**config.mk**
```make
export PLATFORM = sky130hd
export DESIGN_NAME = id_ex_pipe_reg_flat
export DESIGN_NICKNAME = d
export VERILOG_FILES = /design/src/rtl/id_ex_pipe_reg_pkg.sv /design/src/rtl/id_ex_pipe_reg_if.sv /design/src/rtl/id_ex_pipe_reg_load_use_detect.sv /design/src/rtl/id_ex_pipe_reg.sv /design/src/flat_wrapper.sv
export SDC_FILE = /design/constraint.sdc
export NUM_CORES = 1
export LEC_CHECK = 0
export ABC_AREA = 0
export CORE_MARGIN = 2
export CORE_UTILIZATION = 38
export DETAILED_ROUTE_END_ITERATION = 12
export PLACE_DENSITY = 0.75
export SKIP_LAST_GASP = 1
export SYNTH_ARGS = -nofsm -noshare
export SYNTH_HDL_FRONTEND = slang
export SYNTH_SLANG_ARGS = --single-unit
```
**constraint.sdc**
```tcl
create_clock -name clk -period 7.4 [get_ports clk]
set_clock_uncertainty 0.1 [all_clocks]
set_input_delay 1.48 -clock clk [delete_from_list [all_inputs] [get_ports clk]]
set_output_delay 1.48 -clock clk [all_outputs]
set_load 0.02 [all_outputs]
```
**src/rtl/id_ex_pipe_reg_pkg.sv**
```systemverilog
// ---------------------------------------------------------------------------
// id_ex_pipe_reg_pkg
// Shared definitions for the ID/EX pipeline register slice.
//   - default datapath / register-index / counter widths
//   - result-mux and ALU-source encodings produced by the ID control unit
//   - base opcode values used by the decoder
//   - small helpers describing which source registers an instruction reads
// ---------------------------------------------------------------------------
package id_ex_pipe_reg_pkg;

  localparam int XLEN_DEF   = 32;
  localparam int REG_AW_DEF = 5;
  localparam int CNT_W_DEF  = 32;

  // Write-back result select
  typedef enum logic [1:0] {
    RESULT_ALU  = 2'd0,
    RESULT_LOAD = 2'd1,
    RESULT_PC4  = 2'd2
  } result_sel_e;

  // ALU operand A source
  typedef enum logic [1:0] {
    ALU_SRC0_RS1  = 2'd0,
    ALU_SRC0_PC   = 2'd1,
    ALU_SRC0_ZERO = 2'd2
  } alu_src0_e;

  // ALU operand B source
  typedef enum logic [1:0] {
    ALU_SRC1_RS2 = 2'd0,
    ALU_SRC1_IMM = 2'd1
  } alu_src1_e;

  // Base opcodes (RV32I)
  localparam logic [6:0] OP_LUI    = 7'b0110111;
  localparam logic [6:0] OP_AUIPC  = 7'b0010111;
  localparam logic [6:0] OP_JAL    = 7'b1101111;
  localparam logic [6:0] OP_JALR   = 7'b1100111;
  localparam logic [6:0] OP_BRANCH = 7'b1100011;
  localparam logic [6:0] OP_LOAD   = 7'b0000011;
  localparam logic [6:0] OP_STORE  = 7'b0100011;
  localparam logic [6:0] OP_IMM    = 7'b0010011;
  localparam logic [6:0] OP_REG    = 7'b0110011;

  // Write-back comes from memory, i.e. the value is not ready until MEM.
  function automatic logic is_load_result(input logic [1:0] result_sel);
    return (result_sel == RESULT_LOAD);
  endfunction

  // rs1 is consumed when it feeds ALU operand A or the branch comparator.
  function automatic logic reads_rs1(input logic [1:0] alu_sel_0,
                                     input logic       meet_branch);
    return (alu_sel_0 == ALU_SRC0_RS1) | meet_branch;
  endfunction

  // rs2 is consumed by ALU operand B, as store data, or by the comparator.
  function automatic logic reads_rs2(input logic [1:0] alu_sel_1,
                                     input logic       mem_write,
                                     input logic       meet_branch);
    return (alu_sel_1 == ALU_SRC1_RS2) | mem_write | meet_branch;
  endfunction

endpackage

```
**src/rtl/id_ex_pipe_reg_if.sv**
```systemverilog
// ---------------------------------------------------------------------------
// id_ex_pipe_reg_if
// Bundle between the ID stage (master side: decoder / hazard consumers) and
// the ID/EX pipeline register (slave side).
//   *_ID          decoded fields of the instruction currently in ID
//   hold_EX       external stall, freezes the EX register
//   flush_EX      taken branch/jump, kills the ID instruction
//   *_EX          registered copy presented to the EX stage
//   stall_front   load-use stall request to PC and IF/ID
//   bubble_cnt    number of bubbles inserted since reset
// ---------------------------------------------------------------------------
interface id_ex_pipe_reg_if #(
  parameter int XLEN   = 32,
  parameter int REG_AW = 5,
  parameter int CNT_W  = 32
);

  // ID side
  logic              valid_ID;
  logic              reg_write_ID;
  logic [1:0]        result_sel_ID;
  logic              mem_write_ID;
  logic              uncond_jump_ID;
  logic              meet_branch_ID;
  logic              alu_ctrl_ID;
  logic [1:0]        alu_sel_0_ID;
  logic [1:0]        alu_sel_1_ID;
  logic              pc_jal_sel_ID;
  logic [2:0]        funct3_ID;
  logic [REG_AW-1:0] rs1_ID;
  logic [REG_AW-1:0] rs2_ID;
  logic [REG_AW-1:0] rd_ID;
  logic [XLEN-1:0]   rs1_data_ID;
  logic [XLEN-1:0]   rs2_data_ID;
  logic [XLEN-1:0]   imm_ID;
  logic [XLEN-1:0]   pc_ID;
  logic [XLEN-1:0]   pc_plus4_ID;
  logic              hold_EX;
  logic              flush_EX;

  // EX side
  logic              valid_EX;
  logic              reg_write_EX;
  logic [1:0]        result_sel_EX;
  logic              mem_write_EX;
  logic              uncond_jump_EX;
  logic              meet_branch_EX;
  logic              alu_ctrl_EX;
  logic [1:0]        alu_sel_0_EX;
  logic [1:0]        alu_sel_1_EX;
  logic              pc_jal_sel_EX;
  logic [2:0]        funct3_EX;
  logic [REG_AW-1:0] rs1_EX;
  logic [REG_AW-1:0] rs2_EX;
  logic [REG_AW-1:0] rd_EX;
  logic [XLEN-1:0]   rs1_data_EX;
  logic [XLEN-1:0]   rs2_data_EX;
  logic [XLEN-1:0]   imm_EX;
  logic [XLEN-1:0]   pc_EX;
  logic [XLEN-1:0]   pc_plus4_EX;
  logic              stall_front;
  logic [CNT_W-1:0]  bubble_cnt;

  modport master (
    output valid_ID, reg_write_ID, result_sel_ID, mem_write_ID, uncond_jump_ID,
           meet_branch_ID, alu_ctrl_ID, alu_sel_0_ID, alu_sel_1_ID, pc_jal_sel_ID,
           funct3_ID, rs1_ID, rs2_ID, rd_ID, rs1_data_ID, rs2_data_ID, imm_ID,
           pc_ID, pc_plus4_ID, hold_EX, flush_EX,
    input  valid_EX, reg_write_EX, result_sel_EX, mem_write_EX, uncond_jump_EX,
           meet_branch_EX, alu_ctrl_EX, alu_sel_0_EX, alu_sel_1_EX, pc_jal_sel_EX,
           funct3_EX, rs1_EX, rs2_EX, rd_EX, rs1_data_EX, rs2_data_EX, imm_EX,
           pc_EX, pc_plus4_EX, stall_front, bubble_cnt
  );

  modport slave (
    input  valid_ID, reg_write_ID, result_sel_ID, mem_write_ID, uncond_jump_ID,
           meet_branch_ID, alu_ctrl_ID, alu_sel_0_ID, alu_sel_1_ID, pc_jal_sel_ID,
           funct3_ID, rs1_ID, rs2_ID, rd_ID, rs1_data_ID, rs2_data_ID, imm_ID,
           pc_ID, pc_plus4_ID, hold_EX, flush_EX,
    output valid_EX, reg_write_EX, result_sel_EX, mem_write_EX, uncond_jump_EX,
           meet_branch_EX, alu_ctrl_EX, alu_sel_0_EX, alu_sel_1_EX, pc_jal_sel_EX,
           funct3_EX, rs1_EX, rs2_EX, rd_EX, rs1_data_EX, rs2_data_EX, imm_EX,
           pc_EX, pc_plus4_EX, stall_front, bubble_cnt
  );

endinterface

```
**src/rtl/id_ex_pipe_reg_load_use_detect.sv**
```systemverilog
// ---------------------------------------------------------------------------
// id_ex_pipe_reg_load_use_detect
// Purely combinational load-use hazard detector.
//   i_valid_id        ID holds a real instruction
//   i_alu_sel_0_id    ALU operand A source of the ID instruction
//   i_alu_sel_1_id    ALU operand B source of the ID instruction
//   i_mem_write_id    ID instruction is a store
//   i_meet_branch_id  ID instruction is a conditional branch
//   i_rs1_id/i_rs2_id source register indices in ID
//   i_valid_ex        EX holds a real instruction
//   i_reg_write_ex    EX instruction writes the register file
//   i_result_sel_ex   EX write-back source
//   i_rd_ex           EX destination register
//   o_lu              ID consumes a register still being loaded in EX
// ---------------------------------------------------------------------------
module id_ex_pipe_reg_load_use_detect
  import id_ex_pipe_reg_pkg::*;
#(
  parameter int REG_AW = REG_AW_DEF
) (
  input  logic              i_valid_id,
  input  logic [1:0]        i_alu_sel_0_id,
  input  logic [1:0]        i_alu_sel_1_id,
  input  logic              i_mem_write_id,
  input  logic              i_meet_branch_id,
  input  logic [REG_AW-1:0] i_rs1_id,
  input  logic [REG_AW-1:0] i_rs2_id,
  input  logic              i_valid_ex,
  input  logic              i_reg_write_ex,
  input  logic [1:0]        i_result_sel_ex,
  input  logic [REG_AW-1:0] i_rd_ex,
  output logic              o_lu
);

  logic w_ex_load;
  logic w_rs1_hit;
  logic w_rs2_hit;

  // Hazard decision: a real load to a non-x0 register in EX whose rd is read in ID
  always_comb begin
    w_ex_load = i_valid_ex & i_reg_write_ex & is_load_result(i_result_sel_ex)
              & (i_rd_ex != {REG_AW{1'b0}});
    w_rs1_hit = reads_rs1(i_alu_sel_0_id, i_meet_branch_id) & (i_rs1_id == i_rd_ex);
    w_rs2_hit = reads_rs2(i_alu_sel_1_id, i_mem_write_id, i_meet_branch_id)
              & (i_rs2_id == i_rd_ex);
    if (i_valid_id && w_ex_load) begin
      o_lu = w_rs1_hit | w_rs2_hit;
    end else begin
      o_lu = 1'b0;
    end
  end

endmodule

```
**src/rtl/id_ex_pipe_reg.sv**
```systemverilog
// ---------------------------------------------------------------------------
// id_ex_pipe_reg
// ID/EX pipeline register with load-use bubble insertion.
//   clk   rising-edge clock
//   rst   asynchronous active-high reset
//   bus   id_ex_pipe_reg_if.slave: *_ID inputs, hold_EX, flush_EX in;
//         *_EX, valid_EX, stall_front, bubble_cnt out
// Edge priority: flush -> bubble, hold -> freeze, load-use -> bubble,
// otherwise capture ID. Every bubble bumps a saturating counter.
// ---------------------------------------------------------------------------
module id_ex_pipe_reg
  import id_ex_pipe_reg_pkg::*;
#(
  parameter int XLEN   = XLEN_DEF,
  parameter int REG_AW = REG_AW_DEF,
  parameter int CNT_W  = CNT_W_DEF
) (
  input  logic           clk,
  input  logic           rst,
  id_ex_pipe_reg_if.slave bus
);

  localparam logic [CNT_W-1:0] CNT_ONE = {{(CNT_W-1){1'b0}}, 1'b1};

  typedef struct packed {
    logic              valid;
    logic              reg_write;
    logic [1:0]        result_sel;
    logic              mem_write;
    logic              uncond_jump;
    logic              meet_branch;
    logic              alu_ctrl;
    logic [1:0]        alu_sel_0;
    logic [1:0]        alu_sel_1;
    logic              pc_jal_sel;
    logic [2:0]        funct3;
    logic [REG_AW-1:0] rs1;
    logic [REG_AW-1:0] rs2;
    logic [REG_AW-1:0] rd;
    logic [XLEN-1:0]   rs1_data;
    logic [XLEN-1:0]   rs2_data;
    logic [XLEN-1:0]   imm;
    logic [XLEN-1:0]   pc;
    logic [XLEN-1:0]   pc_plus4;
  } ex_fields_t;

  ex_fields_t       r_ex;
  ex_fields_t       w_capture;
  logic [CNT_W-1:0] r_bubble_cnt;
  logic [CNT_W-1:0] w_cnt_next;
  logic             w_lu;
  logic             w_stall_front;
  logic             w_bubble;

  id_ex_pipe_reg_load_use_detect #(
    .REG_AW (REG_AW)
  ) u_load_use_detect (
    .i_valid_id       (bus.valid_ID),
    .i_alu_sel_0_id   (bus.alu_sel_0_ID),
    .i_alu_sel_1_id   (bus.alu_sel_1_ID),
    .i_mem_write_id   (bus.mem_write_ID),
    .i_meet_branch_id (bus.meet_branch_ID),
    .i_rs1_id         (bus.rs1_ID),
    .i_rs2_id         (bus.rs2_ID),
    .i_valid_ex       (r_ex.valid),
    .i_reg_write_ex   (r_ex.reg_write),
    .i_result_sel_ex  (r_ex.result_sel),
    .i_rd_ex          (r_ex.rd),
    .o_lu             (w_lu)
  );

  // A stall is only requested when the load-use bubble actually wins the edge
  assign w_stall_front = w_lu & ~bus.flush_EX & ~bus.hold_EX;
  assign w_bubble      = bus.flush_EX | w_stall_front;

  // Capture image of the ID instruction; an invalid slot keeps its fields
  // but may never write state or redirect the PC
  always_comb begin
    w_capture             = '0;
    w_capture.valid       = bus.valid_ID;
    w_capture.result_sel  = bus.result_sel_ID;
    w_capture.alu_ctrl    = bus.alu_ctrl_ID;
    w_capture.alu_sel_0   = bus.alu_sel_0_ID;
    w_capture.alu_sel_1   = bus.alu_sel_1_ID;
    w_capture.pc_jal_sel  = bus.pc_jal_sel_ID;
    w_capture.funct3      = bus.funct3_ID;
    w_capture.rs1         = bus.rs1_ID;
    w_capture.rs2         = bus.rs2_ID;
    w_capture.rd          = bus.rd_ID;
    w_capture.rs1_data    = bus.rs1_data_ID;
    w_capture.rs2_data    = bus.rs2_data_ID;
    w_capture.imm         = bus.imm_ID;
    w_capture.pc          = bus.pc_ID;
    w_capture.pc_plus4    = bus.pc_plus4_ID;
    if (bus.valid_ID) begin
      w_capture.reg_write   = bus.reg_write_ID;
      w_capture.mem_write   = bus.mem_write_ID;
      w_capture.uncond_jump = bus.uncond_jump_ID;
      w_capture.meet_branch = bus.meet_branch_ID;
    end else begin
      w_capture.reg_write   = 1'b0;
      w_capture.mem_write   = 1'b0;
      w_capture.uncond_jump = 1'b0;
      w_capture.meet_branch = 1'b0;
    end
  end

  // Saturating increment for the bubble counter
  always_comb begin
    if (&r_bubble_cnt) begin
      w_cnt_next = r_bubble_cnt;
    end else begin
      w_cnt_next = r_bubble_cnt + CNT_ONE;
    end
  end

  // EX register and bubble counter
  always_ff @(posedge clk or posedge rst) begin
    if (rst) begin
      r_ex         <= '0;
      r_bubble_cnt <= {CNT_W{1'b0}};
    end else if (w_bubble) begin
      // Flush beats hold; a bubble clears every field, not just valid
      r_ex         <= '0;
      r_bubble_cnt <= w_cnt_next;
    end else if (bus.hold_EX) begin
      r_ex         <= r_ex;
      r_bubble_cnt <= r_bubble_cnt;
    end else begin
      r_ex         <= w_capture;
      r_bubble_cnt <= r_bubble_cnt;
    end
  end

  assign bus.valid_EX       = r_ex.valid;
  assign bus.reg_write_EX   = r_ex.reg_write;
  assign bus.result_sel_EX  = r_ex.result_sel;
  assign bus.mem_write_EX   = r_ex.mem_write;
  assign bus.uncond_jump_EX = r_ex.uncond_jump;
  assign bus.meet_branch_EX = r_ex.meet_branch;
  assign bus.alu_ctrl_EX    = r_ex.alu_ctrl;
  assign bus.alu_sel_0_EX   = r_ex.alu_sel_0;
  assign bus.alu_sel_1_EX   = r_ex.alu_sel_1;
  assign bus.pc_jal_sel_EX  = r_ex.pc_jal_sel;
  assign bus.funct3_EX      = r_ex.funct3;
  assign bus.rs1_EX         = r_ex.rs1;
  assign bus.rs2_EX         = r_ex.rs2;
  assign bus.rd_EX          = r_ex.rd;
  assign bus.rs1_data_EX    = r_ex.rs1_data;
  assign bus.rs2_data_EX    = r_ex.rs2_data;
  assign bus.imm_EX         = r_ex.imm;
  assign bus.pc_EX          = r_ex.pc;
  assign bus.pc_plus4_EX    = r_ex.pc_plus4;
  assign bus.stall_front    = w_stall_front;
  assign bus.bubble_cnt     = r_bubble_cnt;

endmodule
```
**src/flat_wrapper.sv**
```systemverilog
// flat-port wrapper written by rule: the top's interface ports become plain ports
module id_ex_pipe_reg_flat import id_ex_pipe_reg_pkg::*;
#(
  parameter int XLEN   = XLEN_DEF,
  parameter int REG_AW = REG_AW_DEF,
  parameter int CNT_W  = CNT_W_DEF
)
  (clk, rst, bus_valid_ID, bus_reg_write_ID, bus_result_sel_ID, bus_mem_write_ID, bus_uncond_jump_ID, bus_meet_branch_ID, bus_alu_ctrl_ID, bus_alu_sel_0_ID, bus_alu_sel_1_ID, bus_pc_jal_sel_ID, bus_funct3_ID, bus_rs1_ID, bus_rs2_ID, bus_rd_ID, bus_rs1_data_ID, bus_rs2_data_ID, bus_imm_ID, bus_pc_ID, bus_pc_plus4_ID, bus_hold_EX, bus_flush_EX, bus_valid_EX, bus_reg_write_EX, bus_result_sel_EX, bus_mem_write_EX, bus_uncond_jump_EX, bus_meet_branch_EX, bus_alu_ctrl_EX, bus_alu_sel_0_EX, bus_alu_sel_1_EX, bus_pc_jal_sel_EX, bus_funct3_EX, bus_rs1_EX, bus_rs2_EX, bus_rd_EX, bus_rs1_data_EX, bus_rs2_data_EX, bus_imm_EX, bus_pc_EX, bus_pc_plus4_EX, bus_stall_front, bus_bubble_cnt);
  id_ex_pipe_reg_if #(.XLEN(XLEN), .REG_AW(REG_AW), .CNT_W(CNT_W)) bus_i ();
  input  logic clk;
  input  logic rst;
  input wire logic [$bits(bus_i.valid_ID)-1:0] bus_valid_ID;
  input wire logic [$bits(bus_i.reg_write_ID)-1:0] bus_reg_write_ID;
  input wire logic [$bits(bus_i.result_sel_ID)-1:0] bus_result_sel_ID;
  input wire logic [$bits(bus_i.mem_write_ID)-1:0] bus_mem_write_ID;
  input wire logic [$bits(bus_i.uncond_jump_ID)-1:0] bus_uncond_jump_ID;
  input wire logic [$bits(bus_i.meet_branch_ID)-1:0] bus_meet_branch_ID;
  input wire logic [$bits(bus_i.alu_ctrl_ID)-1:0] bus_alu_ctrl_ID;
  input wire logic [$bits(bus_i.alu_sel_0_ID)-1:0] bus_alu_sel_0_ID;
  input wire logic [$bits(bus_i.alu_sel_1_ID)-1:0] bus_alu_sel_1_ID;
  input wire logic [$bits(bus_i.pc_jal_sel_ID)-1:0] bus_pc_jal_sel_ID;
  input wire logic [$bits(bus_i.funct3_ID)-1:0] bus_funct3_ID;
  input wire logic [$bits(bus_i.rs1_ID)-1:0] bus_rs1_ID;
  input wire logic [$bits(bus_i.rs2_ID)-1:0] bus_rs2_ID;
  input wire logic [$bits(bus_i.rd_ID)-1:0] bus_rd_ID;
  input wire logic [$bits(bus_i.rs1_data_ID)-1:0] bus_rs1_data_ID;
  input wire logic [$bits(bus_i.rs2_data_ID)-1:0] bus_rs2_data_ID;
  input wire logic [$bits(bus_i.imm_ID)-1:0] bus_imm_ID;
  input wire logic [$bits(bus_i.pc_ID)-1:0] bus_pc_ID;
  input wire logic [$bits(bus_i.pc_plus4_ID)-1:0] bus_pc_plus4_ID;
  input wire logic [$bits(bus_i.hold_EX)-1:0] bus_hold_EX;
  input wire logic [$bits(bus_i.flush_EX)-1:0] bus_flush_EX;
  output wire logic [$bits(bus_i.valid_EX)-1:0] bus_valid_EX;
  output wire logic [$bits(bus_i.reg_write_EX)-1:0] bus_reg_write_EX;
  output wire logic [$bits(bus_i.result_sel_EX)-1:0] bus_result_sel_EX;
  output wire logic [$bits(bus_i.mem_write_EX)-1:0] bus_mem_write_EX;
  output wire logic [$bits(bus_i.uncond_jump_EX)-1:0] bus_uncond_jump_EX;
  output wire logic [$bits(bus_i.meet_branch_EX)-1:0] bus_meet_branch_EX;
  output wire logic [$bits(bus_i.alu_ctrl_EX)-1:0] bus_alu_ctrl_EX;
  output wire logic [$bits(bus_i.alu_sel_0_EX)-1:0] bus_alu_sel_0_EX;
  output wire logic [$bits(bus_i.alu_sel_1_EX)-1:0] bus_alu_sel_1_EX;
  output wire logic [$bits(bus_i.pc_jal_sel_EX)-1:0] bus_pc_jal_sel_EX;
  output wire logic [$bits(bus_i.funct3_EX)-1:0] bus_funct3_EX;
  output wire logic [$bits(bus_i.rs1_EX)-1:0] bus_rs1_EX;
  output wire logic [$bits(bus_i.rs2_EX)-1:0] bus_rs2_EX;
  output wire logic [$bits(bus_i.rd_EX)-1:0] bus_rd_EX;
  output wire logic [$bits(bus_i.rs1_data_EX)-1:0] bus_rs1_data_EX;
  output wire logic [$bits(bus_i.rs2_data_EX)-1:0] bus_rs2_data_EX;
  output wire logic [$bits(bus_i.imm_EX)-1:0] bus_imm_EX;
  output wire logic [$bits(bus_i.pc_EX)-1:0] bus_pc_EX;
  output wire logic [$bits(bus_i.pc_plus4_EX)-1:0] bus_pc_plus4_EX;
  output wire logic [$bits(bus_i.stall_front)-1:0] bus_stall_front;
  output wire logic [$bits(bus_i.bubble_cnt)-1:0] bus_bubble_cnt;
  assign bus_i.valid_ID = bus_valid_ID;
  assign bus_i.reg_write_ID = bus_reg_write_ID;
  assign bus_i.result_sel_ID = bus_result_sel_ID;
  assign bus_i.mem_write_ID = bus_mem_write_ID;
  assign bus_i.uncond_jump_ID = bus_uncond_jump_ID;
  assign bus_i.meet_branch_ID = bus_meet_branch_ID;
  assign bus_i.alu_ctrl_ID = bus_alu_ctrl_ID;
  assign bus_i.alu_sel_0_ID = bus_alu_sel_0_ID;
  assign bus_i.alu_sel_1_ID = bus_alu_sel_1_ID;
  assign bus_i.pc_jal_sel_ID = bus_pc_jal_sel_ID;
  assign bus_i.funct3_ID = bus_funct3_ID;
  assign bus_i.rs1_ID = bus_rs1_ID;
  assign bus_i.rs2_ID = bus_rs2_ID;
  assign bus_i.rd_ID = bus_rd_ID;
  assign bus_i.rs1_data_ID = bus_rs1_data_ID;
  assign bus_i.rs2_data_ID = bus_rs2_data_ID;
  assign bus_i.imm_ID = bus_imm_ID;
  assign bus_i.pc_ID = bus_pc_ID;
  assign bus_i.pc_plus4_ID = bus_pc_plus4_ID;
  assign bus_i.hold_EX = bus_hold_EX;
  assign bus_i.flush_EX = bus_flush_EX;
  assign bus_valid_EX = bus_i.valid_EX;
  assign bus_reg_write_EX = bus_i.reg_write_EX;
  assign bus_result_sel_EX = bus_i.result_sel_EX;
  assign bus_mem_write_EX = bus_i.mem_write_EX;
  assign bus_uncond_jump_EX = bus_i.uncond_jump_EX;
  assign bus_meet_branch_EX = bus_i.meet_branch_EX;
  assign bus_alu_ctrl_EX = bus_i.alu_ctrl_EX;
  assign bus_alu_sel_0_EX = bus_i.alu_sel_0_EX;
  assign bus_alu_sel_1_EX = bus_i.alu_sel_1_EX;
  assign bus_pc_jal_sel_EX = bus_i.pc_jal_sel_EX;
  assign bus_funct3_EX = bus_i.funct3_EX;
  assign bus_rs1_EX = bus_i.rs1_EX;
  assign bus_rs2_EX = bus_i.rs2_EX;
  assign bus_rd_EX = bus_i.rd_EX;
  assign bus_rs1_data_EX = bus_i.rs1_data_EX;
  assign bus_rs2_data_EX = bus_i.rs2_data_EX;
  assign bus_imm_EX = bus_i.imm_EX;
  assign bus_pc_EX = bus_i.pc_EX;
  assign bus_pc_plus4_EX = bus_i.pc_plus4_EX;
  assign bus_stall_front = bus_i.stall_front;
  assign bus_bubble_cnt = bus_i.bubble_cnt;
  id_ex_pipe_reg #(.XLEN(XLEN), .REG_AW(REG_AW), .CNT_W(CNT_W)) u_core (.clk(clk), .rst(rst), .bus(bus_i));
endmodule
```
-- Yosys cells after proc, flatten, opt, wreduce, memory -nomap -nowiden
Index checks and enable logic that the tools add are counted.
- flip-flop bits (word level): 223
- bits of input ports: 195
- output and inout port bits: 224
- logic and storage cells: 51
- add/subtract/negate cells: 1
- eq/ne operators: 4
- mux-type cells: 5
- bitwise logic cells: 15
- reduce and logical (&&, ||, !) cells: 6
- operators by type and width (operator ; count):
    $mux 191 ; 2
    $add 32x1->32 const B ; 1
    $reduce_and 32->1 ; 1
    $eq 5x5->1 ; 2
    $and 1x1->1 ; 7
    $or 1x1->1 ; 5
    $reduce_bool 5->1 ; 1
    $logic_not 2->1 ; 2
    $mux 3 ; 1
    $not 1->1 ; 3
    $eq 2x1->1 const B ; 1
    $mux 1 ; 2
    $ne 2x1->1 const B ; 1
    $reduce_and 2->1 ; 1
    $logic_and 1x1->1 ; 1

-- Depth between registers and ports, before layout
Gate-level depths: netlist of run 1.
- word-level depth: 10
- gate-level depth with buffers: 8
- gate-level depth less buffers: 7

-- Hierarchy
Synthesis of run 1 repeated with hierarchy kept, for this count alone.
- cell total of the unflattened synthesis: 791
- area, all modules: 9345.2 um^2
- by module, submodules not included (module ; instances ; cells an instance ; area each (um^2) ; seq. area each (um^2)):
    id_ex_pipe_reg ; 1 ; 771 ; 9186.3 ; 5580.4
    id_ex_pipe_reg_load_use_detect ; 1 ; 20 ; 158.9 ; 0.0

-- Worst setup path before layout of run 1
OpenSTA, ideal clock, no wires.
- path type: input to output
- start: input bus_hold_EX
- end: output bus_stall_front
- arrival time: 2.343 ns
- slack: 3.477 ns
- stages on the path: 4
- cells stage by stage: clkbuf_1 and2b_1 nor4b_4 and2_1
- longest elaborated chain between the ends: 2
- RTL lines (what ; RTL line ; RTL):
    from (decl) ; flat_wrapper.sv:31 ; input wire logic [$bits(bus_i.hold_EX)-1:0] bus_hold_EX;
    $not 1->1 ; id_ex_pipe_reg.sv:73 ; assign w_stall_front = w_lu & ~bus.flush_EX & ~bus.hold_EX;
    $and 1x1->1 ; id_ex_pipe_reg.sv:73 ;
    to (decl) ; flat_wrapper.sv:52 ; output wire logic [$bits(bus_i.stall_front)-1:0] bus_stall_front;
No other way between the ends.

-- Worst setup path in the final report of run 1
- start: input bus_rs1_ID[1]
- end: output bus_stall_front
- longest elaborated chain between the ends: 6
- RTL lines (what ; RTL line ; RTL):
    from (decl) ; flat_wrapper.sv:23 ; input wire logic [$bits(bus_i.rs1_ID)-1:0] bus_rs1_ID;
    $eq 5x5->1 ; id_ex_pipe_reg_load_use_detect.sv:43 ; w_rs1_hit = reads_rs1(i_alu_sel_0_id, i_meet_branch_id) & (i_rs1_id == i_rd_ex);
    $and 1x1->1 ; id_ex_pipe_reg_load_use_detect.sv:43 ;
    $or 1x1->1 ; id_ex_pipe_reg_load_use_detect.sv:47 ; o_lu = w_rs1_hit | w_rs2_hit;
    $mux 1 ; id_ex_pipe_reg_load_use_detect.sv:46 ; if (i_valid_id && w_ex_load) begin
    $and 1x1->1 (2 in series) ; id_ex_pipe_reg.sv:73 ;
No other way between the ends.

==> impl_metrics.yaml, run 1 <==
run_status:
  status: "finished, final reports clean"
clock_tree:
  cts-resized-gates: 0
  clkLatencyLatePin_ns: 0.52
  cts.sinks: 223
  hold_buffers: 0
  cts_inserted_buffers: 25
  cts_buffer_depth: 3
  tritoncts: "done"
  htree_levels: 1
  cts_root_buf: "clkbuf_16"
  cts_setup_buffers: 0
  path_clk_slew_ns: 0.05
synth:
  synth.mux.area_fraction: 0.1972
  synthTopCellsByArea: "dfrtp_1, mux2i_1, nor2_1"
  synth_nets: 996
  netlist_area_sq_um: 9497
  synthFlopType: "dfrtp_1"
  yosys-top-cells-count: "dfrtp_1, nor2_1, mux2i_1"
  ys_ff_latch: 223
  syn_inst: 800
  async_flop_share: 1.000
  synth_compound_area_frac: 0.007115
  synth_top_area_share: 0.5876
  synth.distinct_cells: 36
  yosys.area_share.simple: 0.1311
  yosysMostFrequentCell: "dfrtp_1"
  ys_seq_area_frac: 0.5876
  ys.warnings.count: 0
  synth_top_area_cell: "dfrtp_1"
  synth_xor_area_frac: 0.03781
  synth_area_per_cell_sq_um: 11.87
  synth_edf_count: 0
  synthAdderAreaFrac: 0.001318
  synth_top_family_by_area: "multiplexers"
floorplanning:
  die_h_um: 162.1
  core_area_sq_um: 24460
  num_rows: 57
  dieWidth_um: 162.1
  ios: 419
  start_util: 0.3882
  die-area_sq_um: 26270
pwr:
  worst_ir_drop_vdd_uv: 193.4
  power_mw: 3.287
  power_density_nw_per_um2: 223.9
  p_leak_nw: 6.754
global_route:
  grt_pass1_wl_um: 44090
  grt_pass1_vias: 7657
  grt_overflow_total: 0
  track_usage: 0.2108
  grt_max_degree: 125
  antenna_found_initial: 3
timing:
  final_max_slew_viol_count: 0
  timing.fmax_mhz: 201.0
  finalCriticalPeriod_ns: 4.975
  finalWorstSetupSlack_ns: 2.425
  hold_viol: 0
  max_slew_margin: 0.2931
  period_share: 0.6723
  rsz0062_at_grt: "no"
  setup_tns_ns: 0
  tightestPinTransition_ns: 1.060
  whs_ns: 0.3980
  setup_viol: 0
finish:
  fillerInstances: 1996
  area_delta_synth_final_pct: 54.61
  fin_nets: 1400
  final_cells: 1550
  final_util: 0.6002
  fin_area_sq_um: 14680
  drive_above_1_share: 0.04661
worst_setup_path:
  slowest_stage: "clkdlybuf4s50_1"
  cp_cell_sequence: "clkdlybuf4s50_1 -> xnor2_1 -> o21ai_0 -> o22ai_1 -> and2_1 -> clkdlybuf4s50_1"
  worstSetupPathType: "primary input to output port"
  crit_fanout: 3
  path_common_cell: "clkdlybuf4s50_1"
  endpoint_kind: "output port"
  cp-start-kind: "primary input"
  path_buf_inv: 2
  cp_top_family: "buffers and inverters"
  crit_arrival_ns: 3.39
  crit_path_max_incr_delay_ns: 0.62
  required_ns: 5.82
placement:
  gp_congestion: 0.8726
  port_buffers: 418
  dp_cells: 1501
  dpl.hpwl_um: 19860
  placed_cell_area_sq_um: 13840
  place_ws_ns: 2.427
route:
  drt-total-wl_um: 28190
  vias_per_cell: 4.783
  routedWlPerCell_um: 18.19
  drt-initial-drc-count: 454
  drcViolationCount: 0
  drtPass1Iterations: 4
  drt.antenna.violating_nets: 0
  vias: 7414
run:
  maxCapViolCount: 0
worst_hold_path:
  min_path_type: "register to register"
## final timing paths
| kind | from | to | slack, ns | depth (start not counted) |
|---|---|---|---|---|
| setup / recovery | bus_rs1_ID[1] | bus_stall_front | 2.43 | 6 |
| hold / removal | u_core.bus.bubble_cnt[29] | u_core.bus.bubble_cnt[29] | 0.40 | 1 |
| setup reg to reg | u_core.bus.rd_EX[1] | u_core.bus.imm_EX[28] | 4.52 | 6 |
| hold reg to reg | u_core.bus.bubble_cnt[29] | u_core.bus.bubble_cnt[29] | 0.40 | 1 |
| max in group asynchronous | rst | u_core.bus.pc_plus4_EX[29] | 4.43 | 4 |
| min in group asynchronous | rst | u_core.bus.rs2_data_EX[25] | 1.42 | 3 |
## sequential cells by signal, indices dropped and copies added, names as in the netlist, 3 cells and up
| signal | flops |
|---|---|
| u_core.bus.rs1_data_EX | 32 |
| u_core.bus.pc_plus4_EX | 32 |
| u_core.bus.funct3_EX | 3 |
| u_core.bus.rs2_data_EX | 32 |
| u_core.bus.pc_EX | 32 |
| u_core.bus.rs2_EX | 5 |
| u_core.bus.rs1_EX | 5 |
| u_core.bus.rd_EX | 5 |
| u_core.bus.imm_EX | 32 |
| u_core.bus.bubble_cnt | 32 |
## cell type report
| type | instances | area [sq um] | area share |
|---|---|---|---|
| well taps | 324 | 405.4 | 0.02761 |
| multi-input cells | 523 | 3565 | 0.2428 |
| flip-flops and latches | 223 | 5580 | 0.3801 |
| inverters | 4 | 18.77 | 0.001278 |
| repair buffers | 427 | 4269 | 0.2908 |
| clock inverters | 7 | 88.84 | 0.006050 |
| diodes | 3 | 7.507 | 0.0005113 |
| clock buffers | 39 | 748.2 | 0.05096 |
## power by group
group          switching, mW  leakage, nW  internal [mW]
combinational          0.315         3.41          0.335
clock                  0.489        0.415          0.762
sequential            0.0764         2.93           1.31
## cell usage in the layout, fill, tap and decap left out, types with 2 or more instances in the layout
| cell | instances |
|---|---|
| clkbuf_1 | 7 |
| bufinv_16 | 2 |
| nand4b_1 | 2 |
| and3_1 | 5 |
| mux2i_1 | 186 |
| nor3_1 | 17 |
| buf_4 | 8 |
| dfrtp_1 | 223 |
| clkinv_2 | 4 |
| and2_1 | 2 |
| nand3_1 | 14 |
| nand4_1 | 16 |
| inv_1 | 3 |
| nor2_1 | 201 |
| xor2_1 | 23 |
| nor3b_1 | 3 |
| clkdlybuf4s50_1 | 417 |
| nand2_1 | 11 |
| clkbuf_8 | 7 |
| nor4_1 | 5 |
| diode_2 | 3 |
| xnor2_1 | 18 |
| a22oi_1 | 3 |
| a21oi_1 | 2 |
| clkbuf_16 | 25 |
## worst register-to-register path: stages, from the launching register on
cell and delay [ns]:
dfrtp_1 0.47, xnor2_1 0.22, o21ai_0 0.13, o22ai_1 0.35, a21o_4 0.72, buf_12 0.51, nor2_1 0.26
## logic make-up after synthesis
family / after synthesis
and+or+nand+nor: 284
DFF: 223
muxes: 187
buffers and inverters: 54
xor gates and xnor gates: 41
AOI/OAI and AO/OA: 10
adders and majority gates: 1
## routing by layer
layer	track usage	wire length, um	share of wire	vias up
met5	0	13	0.00046	-
met2	0.3497	13790	0.49	276
met4	0.07120	804	0.029	2
met1	0.2669	11350	0.40	3580
li1	-	-	-	3503
met3	0.05848	2235	0.079	53
Note: power is estimated with default switching activity, not from simulation.
==> run 2, diff against run 1 <==
CORE_AREA = 2 2 163 165   (was default)
CORE_MARGIN = default   (was 2)
CORE_UTILIZATION = default   (was 38)
DIE_AREA = 0 0 165 167   (was default)
PLACE_DENSITY = 0.7   (was 0.75)
clock period = 4.8 ns   (was 7.4 ns; I/O delays follow)
==> run 2 against run 1 <==
Effect of this change: die area is 4.9% higher; register-to-register slack worse by 2.3 ns; combinational power is 55% higher; clock power is 51% higher; global-route usage is 0.96 points lower; via count is 0.32% higher; highest routed layer is now met4.
==> impl_metrics.yaml, run 2 (same netlist as run 1, synthesis figures left out) <==
finish:
  final_cells: 1563
  fin_area_sq_um: 14740
  final_common_cell: "clkdlybuf4s50_1"
  final_cell_mix: "clkdlybuf4s50_1, dfrtp_1, nor2_1"
  fin_nets: 1403
  drive_above_1_share: 0.04971
  area_delta_synth_final_pct: 55.22
  final_util: 0.5721
worst_setup_path:
  cp_cell_sequence: "clkdlybuf4s50_1 -> xnor2_1 -> nand4_1 -> o22ai_1 -> and2_1 -> clkdlybuf4s50_1"
  crit_fanout: 3
  worstSetupPathType: "primary input to output port"
  required_ns: 3.74
  cp-start-kind: "primary input"
  cp_top_family: "buffers and inverters"
  slowest_stage: "clkdlybuf4s50_1"
  crit_path_max_incr_delay_ns: 0.62
  crit_arrival_ns: 2.92
  path_common_cell: "clkdlybuf4s50_1"
  endpoint_kind: "output port"
  path_buf_inv: 2
route:
  vias: 7438
  routedWlPerCell_um: 18.23
  vias_per_cell: 4.759
  drtPass1Iterations: 5
  drt.antenna.violating_nets: 0
  drcViolationCount: 0
  drt-initial-drc-count: 479
  drt-total-wl_um: 28490
clock_tree:
  cts_buffer_depth: 3
  htree_levels: 1
  cts_inserted_buffers: 26
  clkLatencyLatePin_ns: 0.52
  tritoncts: "done"
  cts-resized-gates: 0
  cts_setup_buffers: 0
  cts.sinks: 223
  path_clk_slew_ns: 0.06
  cts_root_buf: "clkbuf_16"
  hold_buffers: 0
timing:
  timing.fmax_mhz: 251.3
  hold_viol: 0
  tightestPinTransition_ns: 1.462
  max_slew_margin: 0.02558
  period_share: 0.8292
  finalCriticalPeriod_ns: 3.980
  setup_viol: 0
  rsz0062_at_grt: "no"
  setup_tns_ns: 0
  final_max_slew_viol_count: 0
placement:
  dp_cells: 1514
  gp_congestion: 0.8537
  dpl.hpwl_um: 20390
  placed_cell_area_sq_um: 13900
  port_buffers: 418
pwr:
  worst_ir_drop_vdd_uv: 342.7
  p_leak_nw: 6.781
  power_mw: 5.036
  power_density_nw_per_um2: 341.7
run_status:
  status: "finished, final reports clean"
global_route:
  track_usage: 0.2012
  grt_pass1_vias: 7647
  grt_overflow_total: 0
  grt_pass1_wl_um: 43840
  grt_max_degree: 164
  antenna_found_initial: 1
worst_hold_path:
  min_path_type: "register to register"
floorplanning:
  die-area_sq_um: 27560
  die_h_um: 167
  ios: 419
  dieWidth_um: 165
  start_util: 0.3686
  core_area_sq_um: 25760
  num_rows: 59
run:
  maxCapViolCount: 0
==> run 2: worst paths after layout <==
kind,cells past startpoint,to,from,slack [ns]
worst max-delay path,6,bus_stall_front,bus_rs1_ID[2],0.82
worst min-delay path,1,u_core.bus.bubble_cnt[15],u_core.bus.bubble_cnt[15],0.38
worst max register to register,6,u_core.bus.rs1_data_EX[23],u_core.bus.rd_EX[3],2.22
worst min register to register,1,u_core.bus.bubble_cnt[15],u_core.bus.bubble_cnt[15],0.38
max in group asynchronous,3,u_core.bus.pc_jal_sel_EX,rst,2.92
min in group asynchronous,2,u_core.bus.bubble_cnt[9],rst,0.77
==> run 2: layer usage <==
| metal | GRT usage | wire length (um) | vias up |
|---|---|---|---|
| met3 | 0.05181 | 2131 | 53 |
| met5 | 0 | 0 | - |
| met2 | 0.3406 | 14150 | 265 |
| li1 | - | - | 3510 |
| met4 | 0.06541 | 834 | 0 |
| met1 | 0.2497 | 11370 | 3610 |
==> run 2: cell type report <==
class / instances / area, sq um
Timing Repair Buffer: 429 / 4322
Fill cell: 2229 / 11020
Sequential cell: 223 / 5580
Inverter: 4 / 18.77
Clock buffer: 41 / 798.3
Antenna cell: 1 / 2.502
Tap cell: 335 / 419.2
Multi-Input combinational cell: 523 / 3565
Clock inverter: 7 / 35.03
==> run 2: stage by stage <==
| step | worst slack (ns) | hold WS [ns] |
|---|---|---|
| 4_1_cts | 0.8098 | 0.3824 |
| 5_1_grt | 0.7166 | 0.4073 |
| 3_3_place_gp | 0.8604 | 0.3792 |
| 6_report | 0.8199 | 0.3849 |
| 2_1_floorplan | 0.8300 | 0.4887 |
| 3_5_place_dp | 0.8525 | 0.3734 |
==> run 2: where the power goes <==
| part | switching [mW] | internal (mW) | total (mW) |
|---|---|---|---|
| clock network | 0.756 | 1.13 | 1.89 |
| logic | 0.486 | 0.524 | 1.01 |
| registers | 0.117 | 2.02 | 2.14 |
| total | 1.36 | 3.68 | 5.04 |
